**src/rtl/register_arb_m_if.sv**
```systemverilog
// Bus bundle between the round-robin write arbiter, its requesters and the
// shared register_m instance.
interface register_arb_m_if #(
    parameter int WIDTH = 8,
    parameter int NREQ  = 4,
    parameter int CNT_W = 8
);
    localparam int IW = $clog2(NREQ);

    logic [NREQ-1:0]       req;
    logic [NREQ*WIDTH-1:0] wdata;
    logic [NREQ-1:0]       gnt;
    logic [WIDTH-1:0]      rdata;
    logic [WIDTH-1:0]      reg_d;
    logic                  reg_enb;
    logic [WIDTH-1:0]      reg_q;
    logic [IW-1:0]         owner;
    logic                  busy;
    logic [CNT_W-1:0]      xfer_cnt;

    // Environment side: requesters plus the register's q output.
    modport master (
        output req, wdata, reg_q,
        input  gnt, rdata, reg_d, reg_enb, owner, busy, xfer_cnt
    );

    // Arbiter side.
    modport slave (
        input  req, wdata, reg_q,
        output gnt, rdata, reg_d, reg_enb, owner, busy, xfer_cnt
    );
endinterface

```
**src/rtl/register_arb_m.sv**
```systemverilog
// Round-robin write arbiter in front of a single register_m. One winner per
// IDLE -> LOAD -> ACK pass; the register is written in LOAD and its new
// contents are returned with the one-hot grant in ACK.
module register_arb_m #(
    parameter int WIDTH = 8,
    parameter int NREQ  = 4,
    parameter int CNT_W = 8
) (
    input logic             clk,
    input logic             rst,
    register_arb_m_if.slave bus
);
    localparam int IW = $clog2(NREQ);

    typedef enum logic [1:0] {IDLE, LOAD, ACK} state_t;

    state_t           r_state;
    logic [IW-1:0]    r_ptr;
    logic [IW-1:0]    r_owner;
    logic [WIDTH-1:0] r_reg_d;
    logic [WIDTH-1:0] r_rdata;
    logic [NREQ-1:0]  r_gnt;
    logic             r_reg_enb;
    logic [CNT_W-1:0] r_xfer_cnt;

    logic             w_found;
    logic [IW-1:0]    w_win;
    logic [WIDTH-1:0] w_win_data;

    // (base + k) mod NREQ without relying on NREQ being a power of two.
    function automatic logic [IW-1:0] rr_idx(input logic [IW-1:0] base, input int k);
        int v;
        v = int'(base) + k;
        if (v >= NREQ) v = v - NREQ;
        return IW'(v);
    endfunction

    // Round-robin search starting at r_ptr; first set request bit wins.
    always_comb begin
        w_found = 1'b0;
        w_win   = r_ptr;
        for (int k = 0; k < NREQ; k++) begin
            if (!w_found && bus.req[rr_idx(r_ptr, k)]) begin
                w_found = 1'b1;
                w_win   = rr_idx(r_ptr, k);
            end
        end
        w_win_data = bus.wdata[w_win*WIDTH +: WIDTH];
    end

    // Arbiter FSM with all handshake outputs registered.
    always_ff @(posedge clk) begin
        if (rst) begin
            r_state    <= IDLE;
            r_ptr      <= '0;
            r_owner    <= '0;
            r_reg_d    <= '0;
            r_rdata    <= '0;
            r_gnt      <= '0;
            r_reg_enb  <= 1'b0;
            r_xfer_cnt <= '0;
        end else begin
            case (r_state)
                IDLE: begin
                    r_gnt     <= '0;
                    r_reg_enb <= 1'b0;
                    if (w_found) begin
                        r_owner   <= w_win;
                        r_reg_d   <= w_win_data;
                        r_reg_enb <= 1'b1;
                        r_state   <= LOAD;
                    end
                end
                LOAD: begin
                    // Register captures r_reg_d on this edge; grant shows next.
                    r_reg_enb <= 1'b0;
                    r_gnt     <= NREQ'(1) << r_owner;
                    r_state   <= ACK;
                end
                ACK: begin
                    r_gnt      <= '0;
                    r_rdata    <= bus.reg_q;
                    r_ptr      <= (r_owner == IW'(NREQ-1)) ? '0 : r_owner + IW'(1);
                    r_xfer_cnt <= r_xfer_cnt + CNT_W'(1);
                    r_state    <= IDLE;
                end
                default: begin
                    r_gnt     <= '0;
                    r_reg_enb <= 1'b0;
                    r_state   <= IDLE;
                end
            endcase
        end
    end

    // The register only holds the new value from ACK onward, so rdata shows
    // reg_q live during ACK and a copy taken at the end of ACK otherwise.
    assign bus.rdata    = (r_state == ACK) ? bus.reg_q : r_rdata;
    assign bus.gnt      = r_gnt;
    assign bus.reg_d    = r_reg_d;
    assign bus.reg_enb  = r_reg_enb;
    assign bus.owner    = r_owner;
    assign bus.xfer_cnt = r_xfer_cnt;
    assign bus.busy     = (r_state != IDLE);

endmodule

```
**src/flat_wrapper.sv**
```systemverilog
// flat-port wrapper written by rule: the top's interface ports become plain ports
module register_arb_m_flat 
#(
    parameter int WIDTH = 8,
    parameter int NREQ  = 4,
    parameter int CNT_W = 8
)
  (clk, rst, bus_req, bus_wdata, bus_reg_q, bus_gnt, bus_rdata, bus_reg_d, bus_reg_enb, bus_owner, bus_busy, bus_xfer_cnt);
  register_arb_m_if #(.WIDTH(WIDTH), .NREQ(NREQ), .CNT_W(CNT_W)) bus_i ();
  input logic clk;
  input logic rst;
  input wire logic [$bits(bus_i.req)-1:0] bus_req;
  input wire logic [$bits(bus_i.wdata)-1:0] bus_wdata;
  input wire logic [$bits(bus_i.reg_q)-1:0] bus_reg_q;
  output wire logic [$bits(bus_i.gnt)-1:0] bus_gnt;
  output wire logic [$bits(bus_i.rdata)-1:0] bus_rdata;
  output wire logic [$bits(bus_i.reg_d)-1:0] bus_reg_d;
  output wire logic [$bits(bus_i.reg_enb)-1:0] bus_reg_enb;
  output wire logic [$bits(bus_i.owner)-1:0] bus_owner;
  output wire logic [$bits(bus_i.busy)-1:0] bus_busy;
  output wire logic [$bits(bus_i.xfer_cnt)-1:0] bus_xfer_cnt;
  assign bus_i.req = bus_req;
  assign bus_i.wdata = bus_wdata;
  assign bus_i.reg_q = bus_reg_q;
  assign bus_gnt = bus_i.gnt;
  assign bus_rdata = bus_i.rdata;
  assign bus_reg_d = bus_i.reg_d;
  assign bus_reg_enb = bus_i.reg_enb;
  assign bus_owner = bus_i.owner;
  assign bus_busy = bus_i.busy;
  assign bus_xfer_cnt = bus_i.xfer_cnt;
  register_arb_m #(.WIDTH(WIDTH), .NREQ(NREQ), .CNT_W(CNT_W)) u_core (.clk(clk), .rst(rst), .bus(bus_i));
endmodule
```
**config.mk**
```make
export PLATFORM = sky130hd
export DESIGN_NAME = register_arb_m_flat
export DESIGN_NICKNAME = d
export VERILOG_FILES = /design/src/rtl/register_arb_m_if.sv /design/src/rtl/register_arb_m.sv /design/src/flat_wrapper.sv
export SDC_FILE = /design/constraint.sdc
export NUM_CORES = 1
export LEC_CHECK = 0
export BUFFER_PORTS_ARGS = -buffer_cell sky130_fd_sc_hd__buf_2
export CORE_UTILIZATION = 30
export DETAILED_ROUTE_END_ITERATION = 16
export GPL_TIMING_DRIVEN = 0
export PLACE_DENSITY = 0.68
export RECOVER_POWER = 50
export SKIP_LAST_GASP = 1
export SYNTH_ARGS = -nofsm -noshare
export SYNTH_HDL_FRONTEND = slang
export SYNTH_SLANG_ARGS = --single-unit
export TNS_END_PERCENT = 1
```
**constraint.sdc**
```tcl
create_clock -name clk -period 2.2 [get_ports clk]
set_input_delay 0.11 -clock clk [delete_from_list [all_inputs] [get_ports clk]]
set_output_delay 0.11 -clock clk [all_outputs]
set_load 0.005 [all_outputs]
```
Yosys cells after proc, flatten, opt, wreduce, memory -nomap -nowiden
Index checks and enable logic that the tools add are counted.
{"block": "word_totals", "romBits": 0, "n_memories": 0, "ff_bits": 35, "out_inout_bits": 32, "mem_bits_rw": 0, "latch_bits": 0}
{"block": "op_classes", "n_reduce_logical": 10, "n_shift": 2, "div_mod_pow": 0, "mul": 0, "eq_ne": 4, "muxes": 26, "n_lt_le_gt_ge": 8, "bitwise_logic": 1, "add_sub_neg": 9}
{"operator": "indexed part select 32 x 6 -> 8 bit", "n": 1}
{"operator": "2-to-1 mux 2 bit", "n": 10}
{"operator": "less-than comparator 2 x 3 -> 1 bit (second input constant)", "n": 4}
{"operator": "greater-or-equal comparator 3 bit (second input constant)", "n": 3}
{"operator": "2-to-1 mux 1 bit", "n": 9}
{"operator": "adder 8 x 1 -> 8 bit (second input constant)", "n": 1}
{"operator": "binary-select mux 1 bit (select 2 bit)", "n": 4}
{"operator": "2-to-1 mux 8 bit", "n": 1}
{"operator": "subtractor 2 x 1 -> 2 bit (second input constant)", "n": 4}
{"operator": "adder 2 x 2 -> 3 bit (second input constant)", "n": 2}
{"operator": "== test 2 bit (second input constant)", "n": 2}
{"operator": "one-hot mux 2 bit (2 select lines)", "n": 1}
{"operator": "left shift 1 x 2 -> 4 bit (first input constant)", "n": 1}
{"operator": "adder 2 x 1 -> 3 bit (second input constant)", "n": 1}
{"operator": "greater-or-equal comparator 2 x 3 -> 1 bit (second input constant)", "n": 1}
{"operator": "logical AND 1 bit", "n": 3}
{"operator": "logical NOT 1 bit", "n": 3}
{"operator": "adder 2 x 1 -> 2 bit (second input constant)", "n": 1}
{"operator": "== test 2 x 1 -> 1 bit (second input constant)", "n": 1}
{"operator": "logical NOT 2 bit", "n": 1}
{"operator": "!= test 2 x 1 -> 1 bit (second input constant)", "n": 1}
{"operator": "one-hot mux 1 bit (2 select lines)", "n": 1}
{"operator": "AND reduction 2 bit", "n": 1}
{"operator": "nonzero test 2 bit", "n": 1}
{"operator": "other kinds (2)", "n": 2}

Longest topological paths before layout
{"block": "logic_depth", "ltp_word": 16, "depth_mapped": 6, "ltp_nobuf": 5}

Worst setup path after synthesis
OpenSTA, ideal clock, no wires.
{"block": "synth_timing", "kind": "reg2reg", "start": "register u_core.r_ptr[0]", "end": "register u_core.r_reg_d[6], in the netlist u_core.bus.reg_d[6]", "stages_incl_launch_ff": 7, "arrival_ns": 1.501, "path_slack_ns": 0.570, "path_cell_list": "dfxtp_1 > nor2b_1 > or4_4 > nand2_4 > buf_12 > mux2i_1 > o211ai_2"}
{"block": "synth_between", "elab_chain_len": 15, "elab_cells_between_ends": 39, "classes_between": "add/sub: 7; order compare: 4; shift: 1; mux: 20; reduce/logical: 7"}
{"item": "start: declaration", "line_no": "register_arb_m.sv:18", "text": "logic [IW-1:0] r_ptr;"}
{"item": "start signal: assignment", "line_no": "register_arb_m.sv:83", "text": "r_ptr <= (r_owner == IW'(NREQ-1)) ? '0 : r_owner + IW'(1);"}
{"item": "parallel branches: the longest is 15 deep, another holds adder 2 x 1 -> 3 bit"}
{"item": "end signal: assignment", "line_no": "register_arb_m.sv:69", "text": "r_reg_d <= w_win_data;"}
{"item": "end: declaration", "line_no": "register_arb_m.sv:20", "text": "logic [WIDTH-1:0] r_reg_d;"}
Parallel ways; which one is timed is not known. The select of a mux whose other input is x is not followed.
A chain may end at the register's enable or synchronous reset.

Worst setup path in the final report
{"block": "layout_timing", "start": "register u_core.r_state[0]", "end": "output port bus_rdata[4]"}
{"block": "layout_between", "elab_chain_len": 2}
{"item": "start: declaration", "line_no": "register_arb_m.sv:17", "text": "state_t r_state;"}
{"item": "start signal: assignment", "line_no": "register_arb_m.sv:54", "text": "r_state <= IDLE;"}
{"item": "start signal: assignment", "line_no": "register_arb_m.sv:71", "text": "r_state <= LOAD;"}
{"item": "start signal: assignment", "line_no": "register_arb_m.sv:78", "text": "r_state <= ACK;"}
{"item": "== test 2 bit", "line_no": "register_arb_m.sv:98", "text": "assign bus.rdata = (r_state == ACK) ? bus.reg_q : r_rdata;"}
{"item": "2-to-1 mux 8 bit", "line_no": "register_arb_m.sv:98"}
{"item": "end: declaration", "line_no": "flat_wrapper.sv:16", "text": "output wire logic [$bits(bus_i.rdata)-1:0] bus_rdata;"}
No other way between the ends.

==> results.md <==
| Step | Result | Value |
| --- | --- | --- |
| critical path | Type of element capturing the critical path | output port |
| power | Clock network power share | 35.1% |
| detailed routing | Vias per cell | 4.71 |
| sta | WHS | 35.0 ps |
| floorplan | Starting Density | 31.5% |
| grt | Maximum number of pins on one net before global-route repair | 11 |
| layout | Most common cell after layout, fill and taps aside | sky130_fd_sc_hd__buf_2 |
| sta | Final setup TNS | 0 ps |
| power | Pwr Total | 0.00146 W |
| synth | Yosys reg bits | 35 |
| power | Gate power share | 17.1% |
| sta | Setup skew after layout | 5.75 ps |
| power | P_int | 0.00109 W |
| layout | Fraction of layout cells with a size suffix above 1 | 33.2% |
| outcome | Outcome | finished, final reports clean |
| grt | Vias in the first global route | 1400 |
| sta | Crit path time final | 2030 ps |
| placed design | HPWL after detailed placement | 2950 µm |
| floorplan | Number of top-level design ports | 78 |
| floorplan | Area of the die | 5730 µm² |
| layout | Non-filler cells in the finished layout | 323 |
| floorplan | Core region area | 5170 µm² |
| placed design | Routability Congestion | 0.797 |
| clock tree | H-tree level count | 2 |
| detailed routing | Total detailed-routing wirelength | 4010 µm |
| placed design | Post-Place Cells | 315 |
| hold path | Endpoint of the worst hold-timing path | u_core.bus.reg_d[6] |
| sta | Hold violation count in the final report | 0 |
| sta | Slew @ Worst Pin | 688 ps |
| synth | Yosys warning total | 0 |
| sta | Total of endpoints with negative setup slack in the final report | 0 |
| flow run | Max Cap Viol | 0 |
| critical path | Kind of launch point of the worst setup path | flip-flop |
| clock tree | Number of clock sinks | 35 |
| synth | Synthesized instance count | 168 |
| floorplan | Std-Cell Rows | 26 |
| grt | Total Routing Usage GR | 14.6% |
| detailed routing | Final routed DRC violation total | 0 |
| grt | First-pass GRT wire length | 6210 µm |
| layout | Total number of nets in the final design | 300 |
| sta | Pins Over Slew Limit | 0 |
| critical path | Crit path arrival time | 1920 ps |
| detailed routing | Number of nets with antenna violations after routing | 0 |
| clock tree | Deepest clock path buffer count | 2 |
| floorplan | Width of the chip | 75.7 µm |
| synth | Post-synth ARST share | 0% |
| hold path | Start point of the worst hold path | bus_wdata[14] |
| critical path | Data required time of the worst path | 2090 ps |
| sta | Maximum clock rate | 493 MHz |
| synth | Sequential fraction of the synthesis area | 43.0% |
| floorplan | DIE HEIGHT | 75.7 µm |
| placed design | PortBufs | 77 |
| power | Leakage power | 0.928 nW |
| hold path | Worst hold stages | 3 |
| layout | ANT cells | 0 |
| layout | Leading cell types in the layout, fill and taps excluded | sky130_fd_sc_hd__buf_2 (59), sky130_fd_sc_hd__dfxtp_1 (35), sky130_fd_sc_hd__clkbuf_1 (22) |
| placed design | Worst slack at placement | 355 ps |
| synth | Number of enable flip-flop cells after synthesis | 0 |
| synth | Average size of a mapped cell | 9.70 µm² |
| grt | Total congestion overflow | 0 |
| clock tree | Number of buffers created by CTS | 5 |
| power | Maximum ir drop on the vdd rail | 246 µV |
| power | Net switching fraction of the power | 25.7% |
| critical path | End of the worst register-to-register path | u_core.bus.reg_d[1] |
| sta | Final cycle utilization of the critical path | 92.2% |
| power | Power Dens Cells | 673 nW/µm² |
| synth | Nets in the synthesized netlist | 216 |
| synth | Commonest register cell after synthesis | sky130_fd_sc_hd__dfxtp_1 |
| detailed routing | Wire length per cell after detailed routing | 12.4 µm |
| clock tree | Clock tree from TritonCTS | yes |
| detailed routing | Number of vias after detailed routing | 1520 |
| power | NetSw | 0.000376 W |
| grt | Initial antenna violation count | 0 |
| layout | Synthesis-to-finish area growth | 33.5% |
| hold path | Path category of the worst min-delay check | primary input to flip-flop |
| detailed routing | Router iterations before antenna repair | 4 |
| sta | RSZ-0062 raised after global routing | no |
| critical path | Worst-case reg-to-reg path depth | 5 |
| clock tree | Post-CTS setup buffer count | 0 |
| clock tree | CTS Root Cell | sky130_fd_sc_hd__clkbuf_8 |
| critical path | Reg-to-Reg Start | u_core.r_state[0] |
| critical path | Setup CP Type | flip-flop to output port |
| detailed routing | Iteration-0 DRC Markers | 57 |
| sta | Slew Limit Headroom | 54.1% |
| critical path | Max FO, Critical Path | 10 |
| clock tree | Clk slew on worst S/H paths | 70 ps |
| synth | Cell area after technology mapping | 1630 µm² |
| sta | Final critical-path setup slack | 171 ps |
| critical path | R2R Setup Slk | 280 ps |
| synth | Count of distinct cell types in the synthesized netlist | 41 |
| power | Portion of total power attributed to sequential cells | 47.8% |
| clock tree | Clock insertion delay at the later pin of the skew report | 280 ps |
Yosys cell counts (2+ instances only):
cell	count	area share [%]
sky130_fd_sc_hd__nor3_1	3	0.92
sky130_fd_sc_hd__xor2_1	4	2.2
sky130_fd_sc_hd__and3_1	2	0.77
sky130_fd_sc_hd__mux2_2	8	5.5
sky130_fd_sc_hd__ha_1	2	1.5
sky130_fd_sc_hd__nor3b_1	2	0.92
sky130_fd_sc_hd__a32oi_1	8	4.3
sky130_fd_sc_hd__dfxtp_1	35	43
sky130_fd_sc_hd__mux2i_1	11	6.8
sky130_fd_sc_hd__nand2_1	18	4.1
sky130_fd_sc_hd__clkbuf_1	3	0.69
sky130_fd_sc_hd__nor2_1	15	3.5
sky130_fd_sc_hd__o211ai_1	7	3.2
sky130_fd_sc_hd__inv_1	2	0.46
sky130_fd_sc_hd__nor2b_1	11	4.2
sky130_fd_sc_hd__or3_1	2	0.77
sky130_fd_sc_hd__o21ai_0	4	1.2
sky130_fd_sc_hd__a21oi_1	6	1.8
sky130_fd_sc_hd__nand4_1	3	1.2
state kept, by name, summed over array words and instances (netlist names):
| register | cells |
|---|---|
| u_core.bus.gnt | 4 |
| u_core.bus.owner | 2 |
| u_core.bus.reg_d | 8 |
| u_core.bus.reg_enb | 1 |
| u_core.bus.xfer_cnt | 8 |
| u_core.r_ptr | 2 |
| u_core.r_rdata | 8 |
| u_core.r_state | 2 |
power by group through the flow:
stage               clock network [W]  registers [W]  logic, W
CTS                          0.000539       0.000698  0.000262
floorplan                           0       0.000713  0.000144
global route                 0.000564       0.000704  0.000280
detailed placement                  0       0.000712  0.000261
finish                       0.000514       0.000699  0.000250
global placement                    0       0.000712  0.000257
area by class of cell:
type,instances,area (µm²)
plain buffers,6,46.3
clock buffers,8,100
fillers,542,3000
inverters,3,11.3
multi-input cells,124,866
flip-flops and latches,35,701
well taps,70,87.6
repair buffers,77,363
metal layers:
metal / vias up / wire (µm) / GRT usage [%] / share of wire, %
met5: - / 0 / 0 / 0
met4: 0 / 69 / 6.79 / 1.7
met3: 8 / 159 / 3.04 / 4.0
met2: 33 / 1950 / 25.1 / 49
met1: 710 / 1830 / 17.4 / 46
li1: 769 / - / - / -
cells by family after synthesis:
kind of cell / count (synthesis) / share of synthesized area, %
and+or+nand+nor: 68 / 23.5
DFF: 35 / 43.0
AOI/OAI and AO/OA: 30 / 13.6
muxes: 19 / 12.3
buffers and inverters: 9 / 3.38
xor gates and xnor gates: 5 / 2.69
adders and majority gates: 2 / 1.54
worst max path at each step:
| stage | startpoint | endpoint | slack [ps] |
|---|---|---|---|
| 2_1_floorplan | u_core.r_ptr[0] | u_core.bus.reg_d[6] | 570 |
| 3_3_place_gp | u_core.r_state[0] | u_core.bus.reg_d[6] | 380 |
| 3_5_place_dp | u_core.r_state[0] | u_core.bus.reg_d[6] | 350 |
| 4_1_cts | u_core.r_state[0] | bus_rdata[6] | 100 |
| 5_1_grt | u_core.r_state[0] | bus_rdata[6] | 10 |
| 6_report | u_core.r_state[0] | bus_rdata[4] | 170 |
through the flow:
stage	utilization (%)	instance area, µm²
6_report	42.0	2170
5_1_grt	42.0	2170
4_1_cts	42.6	2200
3_5_place_dp	40.6	2100
3_3_place_gp	40.6	2100
2_1_floorplan	-	1630
critical path: stages (launching register included):
cell and delay (ps):
sky130_fd_sc_hd__dfxtp_1 320, sky130_fd_sc_hd__and2b_1 180, sky130_fd_sc_hd__clkbuf_1 300, sky130_fd_sc_hd__clkbuf_4 340, sky130_fd_sc_hd__mux2_2 360, sky130_fd_sc_hd__buf_2 130
what timing repair did:
item                       4_1_cts  5_1_grt
resized for setup                0        1
setup endpoints to repair        0        4
hold buffers                     0        0
Power figures use the tool's default switching activity.
